==> config.mk <==
export PLATFORM = sky130hd
export DESIGN_NAME = bank_queue_monitor
export DESIGN_NICKNAME = d
export VERILOG_FILES = /design/src/rtl/bank_queue_pkg.sv /design/src/rtl/wait_time_rom.sv /design/src/rtl/bank_queue_monitor.sv
export SDC_FILE = /design/constraint.sdc
export NUM_CORES = 1
export LEC_CHECK = 0
export CAP_MARGIN = 25
export CORE_MARGIN = 2
export CORE_UTILIZATION = 59
export CTS_CLUSTER_DIAMETER = 80
export DETAILED_ROUTE_END_ITERATION = 10
export GPL_TIMING_DRIVEN = 0
export PLACE_DENSITY_LB_ADDON = 0.15
export SYNTH_ARGS = -nofsm -noshare
export SYNTH_HDL_FRONTEND = slang
export SYNTH_SLANG_ARGS = --single-unit
==> constraint.sdc <==
create_clock -name clk -period 5.4 [get_ports clk]
set_input_delay 0.54 -clock clk [delete_from_list [all_inputs] [get_ports clk]]
set_output_delay 0.54 -clock clk [all_outputs]
set_load 0.05 [all_outputs]
==> src/rtl/bank_queue_pkg.sv <==
`default_nettype none
// ============================================================================
//  Module      : bank_queue_pkg
//  Description : Shared constants for the single-bank queue monitor: default
//                count width, teller limit, per-customer service time and the
//                wait-time output width helper.
//  Revision    : 1.0 - initial release
// ============================================================================
package bank_queue_pkg;

    // Default width of the person count (capacity = 2**N-1 customers)
    localparam int N_DEFAULT    = 3;

    // Highest number of tellers that can be active at once
    localparam int TELLER_MAX   = 3;

    // Minutes of service per customer used in the wait-time estimate
    localparam int SERVICE_TIME = 3;

    // Width of the wait-time output for a given count width.
    // The largest estimate is 3*(2**N-1) with a single teller, which is
    // always below 2**(N+2).
    function automatic int wtime_width(input int n);
        return n + 2;
    endfunction

endpackage : bank_queue_pkg
`default_nettype wire

==> src/rtl/wait_time_rom.sv <==
`default_nettype none
// ============================================================================
//  Module      : wait_time_rom
//  Description : Purely combinational wait-time lookup.
//                Wtime = floor(SERVICE_TIME*(Pcount+Tcount-1)/Tcount),
//                forced to 0 when the queue is empty or no teller is active.
//  Ports       : Pcount  in  [N-1:0]  current customers in line
//                Tcount  in  [1:0]    active tellers (0 = invalid)
//                Wtime   out [N+1:0]  estimated wait time
//  Revision    : 1.0 - initial release
// ============================================================================
module wait_time_rom
    import bank_queue_pkg::*;
#(
    parameter int N = N_DEFAULT
)
(
    input  logic [N-1:0] Pcount,
    input  logic [1:0]   Tcount,
    output logic [N+1:0] Wtime
);

    localparam int WTW = wtime_width(N);
    // Intermediate width wide enough for SERVICE_TIME*(2**N-1+TELLER_MAX-1)
    localparam int SW  = N + 4;

    logic [SW-1:0] sum;
    logic [SW-1:0] num;
    logic [SW-1:0] quo;

    always_comb begin
        sum = SW'(Pcount) + SW'(Tcount) - SW'(1);
        num = sum * SW'(SERVICE_TIME);
        quo = '0;
        if (Pcount != '0) begin
            // Divisors are constants per branch, so no general divider is built
            case (Tcount)
                2'd1:    quo = num;
                2'd2:    quo = num / SW'(2);
                2'd3:    quo = num / SW'(3);
                default: quo = '0;
            endcase
        end
        Wtime = WTW'(quo);
    end

endmodule : wait_time_rom
`default_nettype wire

==> src/rtl/bank_queue_monitor.sv <==
`default_nettype none
// ============================================================================
//  Module      : bank_queue_monitor
//  Description : Single-bank queue manager. Counts customers from two
//                asynchronous photo sensors (back = join, front = leave),
//                flags full/empty and reports an estimated wait time.
//                Optional feature macro: SBQM_REJECT_FLAG_EN adds a one-cycle
//                'rejected' pulse whenever a lone event is discarded.
//  Ports       : clk           in   system clock, rising edge
//                reset         in   asynchronous, active-low reset
//                backphoto     in   back sensor level (rising edge = join)
//                forwardphoto  in   front sensor level (rising edge = leave)
//                Tcount        in   [1:0]   active tellers
//                Pcount        out  [N-1:0] customers in line (registered)
//                Wtime         out  [N+1:0] estimated wait (combinational)
//                full          out  Pcount == 2**N-1
//                empty         out  Pcount == 0
//                rejected      out  (SBQM_REJECT_FLAG_EN only) discard pulse
//  Revision    : 1.0 - initial release
// ============================================================================
module bank_queue_monitor
    import bank_queue_pkg::*;
#(
    parameter int N = N_DEFAULT
)
(
    input  logic         clk,
    input  logic         reset,
    input  logic         backphoto,
    input  logic         forwardphoto,
    input  logic [1:0]   Tcount,
    output logic [N-1:0] Pcount,
    output logic [N+1:0] Wtime,
    output logic         full,
    output logic         empty
`ifdef SBQM_REJECT_FLAG_EN
    ,
    output logic         rejected
`endif
);

    localparam logic [N-1:0] P_MAX = '1;

    // [0] and [1] form the synchronizer, [2] holds the previous synced level
    logic [2:0] back_sync;
    logic [2:0] fwd_sync;

    logic back_evt;
    logic fwd_evt;
    logic enter_only;
    logic leave_only;

    always_ff @(posedge clk or negedge reset) begin
        if (!reset) begin
            back_sync <= '0;
            fwd_sync  <= '0;
        end else begin
            back_sync <= {back_sync[1:0], backphoto};
            fwd_sync  <= {fwd_sync[1:0],  forwardphoto};
        end
    end

    // An event is a 0->1 transition seen at the second synchronizer stage
    assign back_evt   = back_sync[1] & ~back_sync[2];
    assign fwd_evt    = fwd_sync[1]  & ~fwd_sync[2];

    // Coincident join and leave cancel out, whatever the current count
    assign enter_only = back_evt & ~fwd_evt;
    assign leave_only = fwd_evt  & ~back_evt;

    assign full  = (Pcount == P_MAX);
    assign empty = (Pcount == '0);

    always_ff @(posedge clk or negedge reset) begin
        if (!reset) begin
            Pcount <= '0;
        end else if (enter_only && !full) begin
            Pcount <= Pcount + N'(1);
        end else if (leave_only && !empty) begin
            Pcount <= Pcount - N'(1);
        end
    end

`ifdef SBQM_REJECT_FLAG_EN
    always_ff @(posedge clk or negedge reset) begin
        if (!reset) begin
            rejected <= 1'b0;
        end else begin
            rejected <= (enter_only & full) | (leave_only & empty);
        end
    end
`endif

    wait_time_rom #(
        .N      (N)
    ) u_wait_time_rom (
        .Pcount (Pcount),
        .Tcount (Tcount),
        .Wtime  (Wtime)
    );

endmodule : bank_queue_monitor
`default_nettype wire

==> impl_metrics.ini <==
[critical_path]
crit_fanout = 10
rr_worst_depth = 7
critical_path.slowest_cell = fa_1
crit_path_max_incr_delay_ns = 0.61
startpoint = Tcount[1]
regToRegSetupSlack_ns = 2.98
path_buf_inv = 4
arrival_ns = 4.66
r2r-end = Pcount[1]$_DFFE_PN0P_
cp_top_family = adder cells
required_ns = 4.86
r2r_start = Pcount[2]$_DFFE_PN0P_
cp_cell_sequence = clkdlybuf4s50_1 > buf_4 > inv_1 > fa_1 > ha_2 > xnor2_2 > fa_1 > a21o_2 > a211oi_2 > or2_1 > xor2_1 > a211o_1 > a41oi_2 > clkdlybuf4s15_2
end_kind = output pin
worst_setup_path_start_kind = input pin
critPathKind = in -> out
critPathMostFrequentCell = fa_1
endpoint = Wtime[1]
cp.depth = 14

[cells_and_area]
final_cell_mix = nor2_1 (18), nand2_1 (14), clkdlybuf4s50_1 (11)
nets = 187
drive_above_1_share = 0.1420
syn_to_final_growth_pct = 18.34
final_common_cell = nor2_1
finish.utilization = 0.7366
antenna_cells = 0

[yosys]
synthMuxAreaShare = 0.008197
synth-compound-area-share = 0.3053
ys_async_sr_fraction = 1.000
synth_top_family_by_area = compound AO/OA/AOI/OAI gates
synth-main-ff-cell = dfrtp_1
synth_edf_count = 0
yosys_register_bits = 9
yosysWarnings = 0
syn-mean-instance-area_um2 = 8.141
netlist_instances = 150
netlist_area_mm2 = 0.001221
synth_simple_gate_area_frac = 0.2357
synth-xor-area-share = 0.07684
synth_fp_nets = 167
synth_cell_type_count = 51
ys_seq_area_frac = 0.1844
synth_fa_ha_area_frac = 0.1311

[die]
initial_core_util = 0.6224
die-area_mm2 = 0.002450
die_y_um = 49.50
rows = 16
core_area_mm2 = 0.001962
die_w_um = 49.50
ios = 16

[placed_design]
dp_slack_ns = -0.3239
io_buffer_count = 15
gp_congestion = 0.8248
place_hpwl_um = 2245

[global_routing]
grt_pass1_wl_um = 5099
antenna_found_initial = 0
grt_overflow = 0
grt_use_total = 0.2631
grt_pass1_vias = 1184
grt_max_degree = 12

[sta]
finalCriticalPeriod_ns = 5.205
tightestPinTransition_ns = 0.7319
finalCritPeriodShare = 0.9638
fmax_mhz = 192.1
setup_ws_ns = 0.1952
finClkSkew_ns = 0.004414
grt_setup_unrepaired = true
slew_headroom = 0.5083
hold_violations = 0
drv_slew = 0
setup_viol = 0
tns_ns = 0

[route]
first_pass_iters = 5
wl_per_cell_um = 14.23
via_per_inst = 6.122
ant_nets = 0
drc_errors = 0
vias = 1200
wl_um = 2790
drtIter0Drc = 34

[clocking]
hold_buffers = 0
numCtsBuffers = 3
cts_tree = done
path_clk_slew_ns = 0.05
root_buffer = clkbuf_4
clock_latency_ns = 0.25
htree_levels = 1
cts_setup_buffers = 0
clockBufferDepth = 2
cts_num_sinks = 9

[outcome]
status = completed

[min_path]
hold_class = reg -> reg

[run]
cap_violations = 0
worst min path at each step:
stage / start / endpoint / slack [ns] / cells past startpoint
floorplan: reset / Pcount[0]$_DFFE_PN0P_ / 0.24 / 0
global placement: back_sync[0]$_DFF_PN0_ / back_sync[1]$_DFF_PN0_ / 0.34 / 0
detailed placement: back_sync[0]$_DFF_PN0_ / back_sync[1]$_DFF_PN0_ / 0.35 / 0
CTS: back_sync[0]$_DFF_PN0_ / back_sync[1]$_DFF_PN0_ / 0.36 / 0
global route: back_sync[0]$_DFF_PN0_ / back_sync[1]$_DFF_PN0_ / 0.37 / 0
finish: back_sync[0]$_DFF_PN0_ / back_sync[1]$_DFF_PN0_ / 0.36 / 0
cell usage after synthesis (2+ instances only):
master / count / area share
o21ai_1: 2 / 0.0082
a21oi_1: 9 / 0.037
a211oi_2: 2 / 0.020
nor2b_1: 3 / 0.015
o211ai_1: 2 / 0.012
o21ai_0: 8 / 0.033
nor2_1: 18 / 0.055
nand2_1: 14 / 0.043
clkbuf_1: 4 / 0.012
fa_1: 3 / 0.049
a41oi_1: 2 / 0.014
inv_1: 8 / 0.025
o2111ai_1: 2 / 0.014
ha_1: 8 / 0.082
or3_1: 2 / 0.010
nor3_1: 4 / 0.016
nand2b_1: 4 / 0.020
xor2_1: 4 / 0.029
or2_1: 2 / 0.010
a211oi_1: 3 / 0.018
dfrtp_1: 9 / 0.18
xnor2_1: 3 / 0.022
a31oi_1: 4 / 0.020
buf_4: 2 / 0.012
and3_1: 2 / 0.010
layout make-up:
class	instances	area [um2]
flip-flops and latches	9	225.2
repair buffers	15	146.4
multi-input cells	126	942.2
well taps	27	33.78
clock buffers	4	26.28
inverters	8	30.03
plain buffers	7	41.29
fillers	166	516.7
metal layers:
metal  global-route usage  share of wire
met4              0.06944              0
met5                    0              0
met3              0.01818          0.030
met1               0.3025           0.40
met2               0.5180           0.57
state kept, by name (all words and copies together), names as in the netlist:
signal / cells
Pcount: 3
back_sync: 3
fwd_sync: 3
worst reg2reg max path, stage by stage (launching register included):
cell and delay [ns]:
dfrtp_1 0.39, clkbuf_1 0.24, and3_1 0.23, or3_1 0.38, fa_1 0.56, nand2_1 0.08
o211a_1 0.13, nor4_1 0.30
logic make-up (layout without fill, tap and decap cells):
kind of cell | after synthesis | after routing
xor gates and xnor gates | 9 | 9
adders and majority gates | 11 | 11
AOI/OAI and AO/OA | 48 | 48
and+or+nand+nor | 57 | 57
muxes | 1 | 1
buffers and inverters | 15 | 34
DFF | 9 | 9
what timing repair did:
action | CTS | global route
resized for setup | 8 | 6
endpoints found under the setup margin | 4 | 3
gates cloned | 0 | 0
pin swaps | 0 | 1
metrics by stage:
step / std cells / area (um2) / hold slack, ns
after CTS: 196 / 1431 / 0.3615
after global placement: 192 / 1405 / 0.3374
after floorplan: 150 / 1221 / 0.2444
after global routing: 196 / 1445 / 0.3662
final: 196 / 1445 / 0.3584
after detailed placement: 192 / 1405 / 0.3491
Power is left out: the tool's default activity adds up to more than one toggle a clock period on the data nets, which glitch-free logic cannot reach.
